$ cat config.mk
export PLATFORM = sky130hd
export DESIGN_NAME = wb_regfile_flat
export DESIGN_NICKNAME = d
export VERILOG_FILES = /design/src/rtl/wb_regfile_pkg.sv /design/src/rtl/wb_regfile_if.sv /design/src/rtl/wb_regfile_reg_scoreboard.sv /design/src/rtl/wb_regfile.sv /design/src/flat_wrapper.sv
export SDC_FILE = /design/constraint.sdc
export NUM_CORES = 1
export LEC_CHECK = 0
export ABC_AREA = 1
export BUFFER_PORTS_ARGS = -buffer_cell sky130_fd_sc_hd__buf_4
export CORE_MARGIN = 10
export CORE_UTILIZATION = 39
export CTS_CLUSTER_DIAMETER = 200
export CTS_CLUSTER_SIZE = 40
export DETAILED_ROUTE_END_ITERATION = 8
export PLACE_DENSITY = 0.59
export SYNTH_ARGS = -nofsm -noshare
export SYNTH_HDL_FRONTEND = slang
export SYNTH_HIERARCHICAL = 1
export SYNTH_SLANG_ARGS = --single-unit
$ cat constraint.sdc
create_clock -name clk -period 1.34 [get_ports clk]
set_input_delay 0.134 -clock clk [delete_from_list [all_inputs] [get_ports clk]]
set_output_delay 0.134 -clock clk [all_outputs]
set_load 0.1 [all_outputs]
$ cat src/rtl/wb_regfile_pkg.sv
// wb_regfile_pkg: shared sizes, register index/data types and the r0 constant.
package wb_regfile_pkg;
  localparam int NUM_REGS = 16;
  localparam int REG_ADDR_W = 4;
  localparam int XLEN = 32;
  typedef logic [REG_ADDR_W-1:0] reg_idx_t;
  typedef logic [XLEN-1:0] xlen_t;
  localparam reg_idx_t R0 = '0;
endpackage

$ cat src/rtl/wb_regfile_if.sv
// wb_regfile_if: writeback, read-port and issue/hazard signals between pipeline and register file.
interface wb_regfile_if;
  import wb_regfile_pkg::*;
  xlen_t wb_data_in;
  logic wb_write_in;
  reg_idx_t wb_rd_in;
  reg_idx_t rs_a_in;
  reg_idx_t rs_b_in;
  xlen_t rs_a_data_out;
  xlen_t rs_b_data_out;
  logic issue_valid_in;
  logic issue_writes_in;
  reg_idx_t issue_rd_in;
  logic use_a_in;
  logic use_b_in;
  logic hazard_out;
  modport master (
    output wb_data_in, wb_write_in, wb_rd_in, rs_a_in, rs_b_in,
    output issue_valid_in, issue_writes_in, issue_rd_in, use_a_in, use_b_in,
    input rs_a_data_out, rs_b_data_out, hazard_out
  );
  modport slave (
    input wb_data_in, wb_write_in, wb_rd_in, rs_a_in, rs_b_in,
    input issue_valid_in, issue_writes_in, issue_rd_in, use_a_in, use_b_in,
    output rs_a_data_out, rs_b_data_out, hazard_out
  );
endinterface

$ cat src/rtl/wb_regfile_reg_scoreboard.sv
// reg_scoreboard: per-register pending bits; set on issue, cleared on retire, set wins, r0 never pending.
module reg_scoreboard
  import wb_regfile_pkg::*;
(
  input  logic                clk,
  input  logic                reset,
  input  logic                set_en,
  input  reg_idx_t            set_idx,
  input  logic                clr_en,
  input  reg_idx_t            clr_idx,
  output logic [NUM_REGS-1:0] pending
);
  logic [NUM_REGS-1:0] pending_q, pending_d;
  always_comb begin
    pending_d = pending_q;
    if (clr_en) pending_d[clr_idx] = 1'b0;
    if (set_en) pending_d[set_idx] = 1'b1;
    pending_d[R0] = 1'b0;
  end
  always_ff @(posedge clk) pending_q <= reset ? '0 : pending_d;
  assign pending = pending_q;
endmodule

$ cat src/rtl/wb_regfile.sv
// wb_regfile: 16x32 register file with two combinational reads, write scoreboard and hazard flag.
// Define REGFILE_BYPASS_EN to forward same-cycle writeback data to the read ports.
module wb_regfile
  import wb_regfile_pkg::*;
(
  input logic         clk,
  input logic         reset,
  wb_regfile_if.slave bus
);
  xlen_t regs_q [NUM_REGS];
  xlen_t regs_d [NUM_REGS];
  logic [NUM_REGS-1:0] pending;
  logic wr_en, hit_a, hit_b;
  assign wr_en = bus.wb_write_in && (bus.wb_rd_in != R0);
  always_comb begin
    regs_d = regs_q;
    if (wr_en) regs_d[bus.wb_rd_in] = bus.wb_data_in;
  end
  always_ff @(posedge clk) begin
    if (reset) regs_q <= '{default: '0};
    else regs_q <= regs_d;
  end
`ifdef REGFILE_BYPASS_EN
  assign hit_a = wr_en && (bus.rs_a_in == bus.wb_rd_in);
  assign hit_b = wr_en && (bus.rs_b_in == bus.wb_rd_in);
`else
  assign hit_a = 1'b0;
  assign hit_b = 1'b0;
`endif
  assign bus.rs_a_data_out = hit_a ? bus.wb_data_in : regs_q[bus.rs_a_in];
  assign bus.rs_b_data_out = hit_b ? bus.wb_data_in : regs_q[bus.rs_b_in];
  reg_scoreboard u_sb (
    .clk     (clk),
    .reset   (reset),
    .set_en  (bus.issue_valid_in && bus.issue_writes_in),
    .set_idx (bus.issue_rd_in),
    .clr_en  (bus.wb_write_in),
    .clr_idx (bus.wb_rd_in),
    .pending (pending)
  );
  assign bus.hazard_out = (bus.use_a_in && pending[bus.rs_a_in] && !hit_a) ||
                          (bus.use_b_in && pending[bus.rs_b_in] && !hit_b);
endmodule

$ cat src/flat_wrapper.sv
// flat-port wrapper written by rule: the top's interface ports become plain ports
module wb_regfile_flat import wb_regfile_pkg::*;
  (clk, reset, bus_wb_data_in, bus_wb_write_in, bus_wb_rd_in, bus_rs_a_in, bus_rs_b_in, bus_issue_valid_in, bus_issue_writes_in, bus_issue_rd_in, bus_use_a_in, bus_use_b_in, bus_rs_a_data_out, bus_rs_b_data_out, bus_hazard_out);
  wb_regfile_if bus_i ();
  input logic clk;
  input logic reset;
  input wire logic [$bits(bus_i.wb_data_in)-1:0] bus_wb_data_in;
  input wire logic [$bits(bus_i.wb_write_in)-1:0] bus_wb_write_in;
  input wire logic [$bits(bus_i.wb_rd_in)-1:0] bus_wb_rd_in;
  input wire logic [$bits(bus_i.rs_a_in)-1:0] bus_rs_a_in;
  input wire logic [$bits(bus_i.rs_b_in)-1:0] bus_rs_b_in;
  input wire logic [$bits(bus_i.issue_valid_in)-1:0] bus_issue_valid_in;
  input wire logic [$bits(bus_i.issue_writes_in)-1:0] bus_issue_writes_in;
  input wire logic [$bits(bus_i.issue_rd_in)-1:0] bus_issue_rd_in;
  input wire logic [$bits(bus_i.use_a_in)-1:0] bus_use_a_in;
  input wire logic [$bits(bus_i.use_b_in)-1:0] bus_use_b_in;
  output wire logic [$bits(bus_i.rs_a_data_out)-1:0] bus_rs_a_data_out;
  output wire logic [$bits(bus_i.rs_b_data_out)-1:0] bus_rs_b_data_out;
  output wire logic [$bits(bus_i.hazard_out)-1:0] bus_hazard_out;
  assign bus_i.wb_data_in = bus_wb_data_in;
  assign bus_i.wb_write_in = bus_wb_write_in;
  assign bus_i.wb_rd_in = bus_wb_rd_in;
  assign bus_i.rs_a_in = bus_rs_a_in;
  assign bus_i.rs_b_in = bus_rs_b_in;
  assign bus_i.issue_valid_in = bus_issue_valid_in;
  assign bus_i.issue_writes_in = bus_issue_writes_in;
  assign bus_i.issue_rd_in = bus_issue_rd_in;
  assign bus_i.use_a_in = bus_use_a_in;
  assign bus_i.use_b_in = bus_use_b_in;
  assign bus_rs_a_data_out = bus_i.rs_a_data_out;
  assign bus_rs_b_data_out = bus_i.rs_b_data_out;
  assign bus_hazard_out = bus_i.hazard_out;
  wb_regfile u_core (.clk(clk), .reset(reset), .bus(bus_i));
endmodule
==> summary.md, run 1 <==
| Metric | Value |
|---|---|
| Initial Util | `0.396` |
| Setup violators final | `65` |
| Total Neg Setup Slack | `-29640 ps` |
| Drt wl/cell | `20.1 µm` |
| Largest net degree at the start of global routing | `54` |
| Antenna Cells | `0` |
| Routability cong. | `0.848` |
| Distinct cells, synth | `26` |
| Footprint of the multi-input gates | `16400 µm²` |
| Hold path cells | `5` |
| DRT iter0 DRCs | `2641` |
| First-pass GRT wire length | `161 mm` |
| Util after Layout | `0.514` |
| Synth async-reset ratio | `0` |
| #FFs+latches synth | `527` |
| Top-count cell post-synth | `nand2_1` |
| Avg Cell Area, Syn | `6.74 µm²` |
| Ratio of cells with drive above 1 in the final layout | `0.272` |
| Die X | `287 µm` |
| MaxCap Viol Count | `0` |
| PD cells | `900 nW/µm²` |
| Vias in the first global route | `26400` |
| Critical path required time | `1210 ps` |
| H-tree depth | `1` |
| Unrepaired setup endpoints after global routing | `yes` |
| Final worst slack | `-551 ps` |
| Prevailing post-synth register cell | `dfxtp_1` |
| Clock transition at path regs | `160 ps` |
| Grt ovf | `0` |
| Post-Layout Cell Count | `5183` |
| Crit path largest cell delay | `380 ps` |
| Combinational share of power | `0.276` |
| Hold Violations, Final | `0` |
| Die area | `82500 µm²` |
| CP max stage cell | `dfxtp_2` |
| Num CTS Buffers | `17` |
| Routed vias/inst | `5.59` |
| Top post-synthesis cells by count | `nand2_1 (844), dfxtp_1 (527), a21oi_1 (492)` |
| Leading area contributor after synthesis | `dfxtp_1` |
| Critical path arrival | `1760 ps` |
| Syn Inst Count | `4131` |
| Kind of end point of the critical path | `output port` |
| Crit-path max FO | `2` |
| Std cell rows | `97` |
| Syn Std Cell Area | `27900 µm²` |
| Worst vdd ir | `0.832 mV` |
| Minimum clock period | `1890 ps` |
| Switching share of power | `0.338` |
| Switching power | `11.0 mW` |
| Worst hold slack | `53.1 ps` |
| HPWL Detailed | `67.5 mm` |
| Post-synthesis sequential area ratio | `0.379` |
| Maximum buffer depth of the clock tree | `3` |
| FF-to-FF path depth | `4` |
| Clock power share | `0.231` |
| Failing checks | `negative setup slack` |
| Kind of critical path | `flop to output port` |
| Routed WL | `104 mm` |
| EDFF count, synth | `0` |
| Startpoint Class | `flop` |
| TritonCTS clock tree | `built` |
| Flip-flop and latch area | `10700 µm²` |
| Initial antenna violation count | `1` |
| Total track usage | `0.243` |
| Yosys warns | `6` |
| Int Power | `21.6 mW` |
| Cells along the critical path | `inv_2 -> nand2_2 -> nand3_2 -> nand2_2 -> nand2_2 -> nand3_2 -> nand3_2 -> nand2_4 -> buf_12` |
| Pins Over Slew Limit | `0` |
| Status | `finished with violations` |
| Chip height | `287 µm` |
| Layout Skew | `0 ps` |
| Clk sinks | `527` |
| Fmax | `0.529 GHz` |
| Crit share post-route | `1.41` |
| Sequential share of power | `0.493` |
| Final nets | `4299` |
| DRT antenna net count | `0` |
| Min-delay worst type | `primary input to flop` |
| Fill cells | `6842` |
| Core area | `70400 µm²` |
| Port Buffers | `119` |
| Area contributors post-synth | `dfxtp_1 (38%), nand2_1 (11%), a21oi_1 (8.8%), nand3_1 (7.6%), a211oi_1 (6.9%)` |
| Mapped Nets | `4186` |
| Placed Cells | `5087` |
| Leakage | `13.2 nW` |
| I/O pins | `120` |
| DRT Pass-1 Iters | `6` |
| Routed vias | `29000` |
| Share of the synthesized area in the top cell type | `0.379` |
| Root buf cell | `clkbuf_16` |
| Worst skew pair latency | `590 ps` |
| Post-route DRC | `0` |
| Area delta synth->final | `29.9%` |
==> metal layers <==
metal,up-vias,routed length (µm),GRT usage
li1,14300,-,-
met1,13600,46900,0.338
met2,933,47700,0.395
met3,153,6680,0.0274
met4,2,2740,0.0571
met5,-,7,0
==> sequential cells by signal, indices dropped and copies added, names as in the netlist <==
signal	cells
u_core/regs_q	512
u_core/u_sb/pending	15
==> final cells by class <==
| cell class | count | share of cell area |
|---|---|---|
| multi-input cells | 2860 | 0.452 |
| flip-flops and latches | 527 | 0.296 |
| repair buffers | 494 | 0.170 |
| inverters | 344 | 0.0358 |
| well taps | 940 | 0.0325 |
| clock buffers | 17 | 0.0118 |
| clock inverters | 1 | 0.000830 |
==> worst max-delay path, delay by kind of cell (launching register included) <==
family,cells,cell delay [ps]
AND/OR/NAND/NOR,7,550
flip-flops,1,380
buffers and inverters,2,210
==> power by group through the flow <==
stage | clock network, mW | logic (mW) | registers [mW]
3_3_place_gp | 0 | 7.69 | 16.4
6_report | 7.52 | 8.98 | 16.1
2_1_floorplan | 0 | 5.20 | 16.4
3_5_place_dp | 0 | 7.72 | 16.4
5_1_grt | 8.15 | 9.52 | 16.1
4_1_cts | 7.75 | 8.80 | 16.1
==> metrics by stage <==
step	worst slack [ps]	power [mW]	instance area (µm²)
floorplan	-28.0	21.6	29000
global placement	-346	24.1	33100
detailed placement	-358	24.1	33100
CTS	-530	32.6	35600
global route	-638	33.8	36200
finish	-551	32.6	36200
==> placed cells by master (no fill, tap or decap) <==
master | Yosys | layout
nand2_1 | 844 | 773
dfxtp_1 | 527 | 385
a21oi_1 | 492 | 349
nor2_1 | 300 | 299
nand3_1 | 424 | 289
buf_4 | 2 | 263
o211ai_1 | 256 | 256
a211oi_1 | 256 | 256
o21ai_1 | 4 | 211
buf_12 | 0 | 185
inv_1 | 331 | 173
inv_2 | 12 | 167
a21oi_2 | 3 | 146
dfxtp_2 | 0 | 142
nand3_2 | 1 | 123
o21ai_0 | 257 | 50
dlygate4sd3_1 | 0 | 40
nand2_4 | 0 | 37
nand2_8 | 0 | 30
clkbuf_16 | 0 | 17
nand3_4 | 0 | 13
nand2_2 | 5 | 9
nor2_4 | 4 | 9
buf_8 | 0 | 5
nor2_2 | 7 | 3
o21bai_1 | 3 | 3
clkinv_2 | 0 | 2
nor2_8 | 2 | 2
clkinv_16 | 0 | 1
inv_4 | 0 | 1
or2_1 | 1 | 1
clkinv_1 | 1 | 1
conb_1 | 1 | 1
dlymetal6s4s_1 | 0 | 1
==> worst paths after layout <==
| kind | end | slack [ps] | start |
|---|---|---|---|
| worst max-delay path | bus_hazard_out | -550 | u_core/u_sb/pending[6]$_SDFF_PP0_ |
| worst min-delay path | u_core/u_sb/pending[8]$_SDFF_PP0_ | 50 | bus_wb_write_in |
| worst max register to register | u_core/regs_q[219]$_SDFFE_PP0P_ | 400 | u_core/regs_q[219]$_SDFFE_PP0P_ |
| worst min register to register | u_core/regs_q[511]$_SDFFE_PP0P_ | 450 | u_core/regs_q[511]$_SDFFE_PP0P_ |
==> cells by family after synthesis <==
logic type             count (synthesis)  synth area share
AND/OR/NAND/NOR                     1588             0.237
AO/OA/AOI/OAI                       1271             0.275
buffers and inverters                744             0.109
flip-flops                           527             0.379
other                                  1          0.000135
==> timing repair <==
| item | in CTS | in global routing |
|---|---|---|
| endpoints found under the hold margin | 496 | 0 |
| hold buffers | 42 | 0 |
| cloned | 0 | 0 |
| pin swaps | 229 | 227 |
| setup endpoints to repair | 65 | 68 |
| setup buffers | 22 | 15 |
| gates resized for setup | 627 | 302 |
Power figures use the tool's default switching activity.
==> run 2, diff against run 1 <==
==> constraint.sdc (replaced) <==
create_clock -name clk -period 1.8 [get_ports clk]
set_input_delay 0.18 -clock clk [delete_from_list [all_inputs] [get_ports clk]]
set_output_delay 0.18 -clock clk [all_outputs]
set_load 0.1 [all_outputs]
==> summary.md, run 2 (synthesis results as in run 1) <==
| Metric | Value |
|---|---|
| Status | `finished with violations` |
| Failing checks | `negative setup slack` |
| Worst skew pair latency | `610 ps (+20 ps)` |
| Post-Layout Cell Count | `5053 (-2.5%)` |
| HPWL Detailed | `62.4 mm (-7.5%)` |
| Footprint of the multi-input gates | `15400 µm² (-5.9%)` |
| Worst reg2reg endpoint | `u_core/u_sb/pending[2]$_SDFF_PP0_` |
| Total track usage | `0.233 (-0.0100)` |
| Register with the most flip-flops | `u_core/regs_q` |
| First-pass GRT wire length | `154 mm (-4.1%)` |
| Post-route DRC | `0 (unchanged)` |
| Final instance area | `33700 µm² (-6.8%)` |
| Critical path arrival | `1780 ps (+20 ps)` |
| Routed WL | `101 mm (-2.8%)` |
| DRT antenna net count | `0 (unchanged)` |
| MaxCap Viol Count | `0 (unchanged)` |
| Hold Violations, Final | `0 (unchanged)` |
| Initial antenna violation count | `3 (+2)` |
| Clk sinks | `527 (unchanged)` |
| Crit share post-route | `1.09` |
| Placed instance area | `30800 µm² (-6.9%)` |
| Flip-flop and latch area | `10700 µm² (about the same)` |
| Ratio of cells with drive above 1 in the final layout | `0.224 (-0.0477)` |
| H-tree depth | `1 (unchanged)` |
| Most frequent cells in the layout | `nand2_1 (773), dfxtp_1 (388), a21oi_1 (363)` |
| Core area | `70400 µm² (unchanged)` |
| Worst vdd ir | `0.588 mV (-29%)` |
| Root buf cell | `clkbuf_16` |
| Unrepaired setup endpoints after global routing | `yes` |
| DRT iter0 DRCs | `3063 (+16%)` |
| Worst hold slack | `41.7 ps (-11.4 ps)` |
| Num CTS Buffers | `17 (unchanged)` |
| Routability cong. | `0.823 (-3.0%)` |
| TritonCTS clock tree | `built` |
| Chip height | `287 µm (unchanged)` |
| R2r setup slk | `540 ps (+140 ps)` |
| Final nets | `4166 (-3.1%)` |
| Relative slew slack | `0.609` |
| FF-to-FF path depth | `4 (unchanged)` |
| Drt wl/cell | `20.0 µm (-0.27%)` |
| Number of flip-flops in the largest register | `512 (unchanged)` |
| Fill cells | `7013 (+2.5%)` |
| Hold path cells | `5 (unchanged)` |
| Minimum clock period | `1960 ps` |
| Startpoint Class | `flop` |
| Hold endpoint | `u_core/u_sb/pending[4]$_SDFF_PP0_` |
| Routed vias/inst | `5.64 (+0.94%)` |
| Routed vias | `28500 (-1.6%)` |
| Util after Layout | `0.479 (-0.0352)` |
| Grt ovf | `0 (unchanged)` |
| Vias in the first global route | `25400 (-3.8%)` |
| I/O pins | `120 (unchanged)` |
| Die X | `287 µm (unchanged)` |
| Min-delay worst type | `primary input to flop` |
| Clock transition at path regs | `160 ps (about the same)` |
| Kind of end point of the critical path | `output port` |
| Worst Tran Pin Value | `587 ps` |
| Initial Util | `0.396 (unchanged)` |
| Std cell rows | `97 (unchanged)` |
| Layout Skew | `0 ps (unchanged)` |
| Critical path required time | `1620 ps (+410 ps)` |
| PD cells | `701 nW/µm² (-22%)` |
| Setup violators final | `59 (-9.2%)` |
| Commonest non-fill, non-tap cell in the layout | `nand2_1` |
| Critical R2R Launch | `u_core/u_sb/pending[2]$_SDFF_PP0_` |
| Maximum buffer depth of the clock tree | `3 (unchanged)` |
| Placed Cells | `4972 (-2.3%)` |
| DRT Pass-1 Iters | `5 (-1)` |
| Pins Over Slew Limit | `0 (unchanged)` |
| Fmax | `0.511 GHz` |
| Kind of critical path | `flop to output port` |
| Crit-path max FO | `3 (+1)` |
| Port Buffers | `119 (unchanged)` |
| Total Neg Setup Slack | `-2990 ps (+26650 ps)` |
| HP Start | `bus_issue_writes_in` |
| Final worst slack | `-157 ps (+394 ps)` |
| Largest net degree at the start of global routing | `75 (+39%)` |
| Area delta synth->final | `21.0%` |
| Leakage | `12.2 nW (-8.2%)` |
| Die area | `82500 µm² (unchanged)` |
[run 2: cell count changes in the layout (fill, tap and decap cells not counted), moves of 15 or more]
cell	change
buf_4	-94
nand3_1	+58
nand2_2	+55
nand3_2	-47
buf_12	-42
nand2_8	-30
nand2_4	-25
inv_1	+22
inv_2	-21
o21ai_0	+15
o21ai_1	-15
[run 2: worst max-delay path: stages (launching register included)]
cell and delay [ps]:
dfxtp_2 360, inv_2 40, a21oi_1 130, o21ai_1 110
nand3_1 80, nand3_1 90, nand2_2 160, buf_12 190
[run 2: layer usage]
layer,track usage,wire length [µm],vias to the layer above
met2,0.384,47200,982
met1,0.317,44900,13400
met4,0.0623,2450,4
met3,0.0262,6670,149
li1,-,-,14000
met5,0,23,-
[run 2: layout make-up]
class                           count  share of cell area
Inverter                          344              0.0384
Multi-Input combinational cell   2860               0.457
Tap cell                          940              0.0349
Clock inverter                      3             0.00130
Clock buffer                       17              0.0126
Antenna cell                        1           0.0000742
Sequential cell                   527               0.318
Timing Repair Buffer              361               0.138
[run 2: worst max-delay path by stage]
stage,endpoint,startpoint
detailed placement,bus_rs_a_data_out[31],bus_rs_a_in[1]
global route,bus_hazard_out,u_core/u_sb/pending[6]$_SDFF_PP0_
CTS,bus_hazard_out,u_core/u_sb/pending[10]$_SDFF_PP0_
global placement,bus_rs_a_data_out[9],bus_rs_a_in[1]
floorplan,bus_hazard_out,bus_rs_a_in[1]
finish,bus_rs_a_data_out[0],u_core/regs_q[192]$_SDFFE_PP0P_
[run 2: timing repair]
item	CTS	global route
hold endpoints to repair	497	6
hold buffers	46	1
resized for setup	537	339
pin swaps	155	185
setup endpoints to repair	65	68
setup buffers	7	9
[run 2: metrics by stage]
stage / total power, mW / setup WS, ps
2_1_floorplan: 15.7 / 16.1
3_3_place_gp: 17.3 / 23.3
3_5_place_dp: 17.4 / 25.4
4_1_cts: 23.7 / -139
5_1_grt: 24.5 / -207
6_report: 23.6 / -157
[run 2: where the power goes]
part | leakage, nW | switching [mW] | internal (mW)
combinational | 7.61 | 4.02 | 2.05
sequential | 4.33 | 0.0937 | 11.9
clock | 0.229 | 3.82 | 1.78
total | 12.2 | 7.93 | 15.7
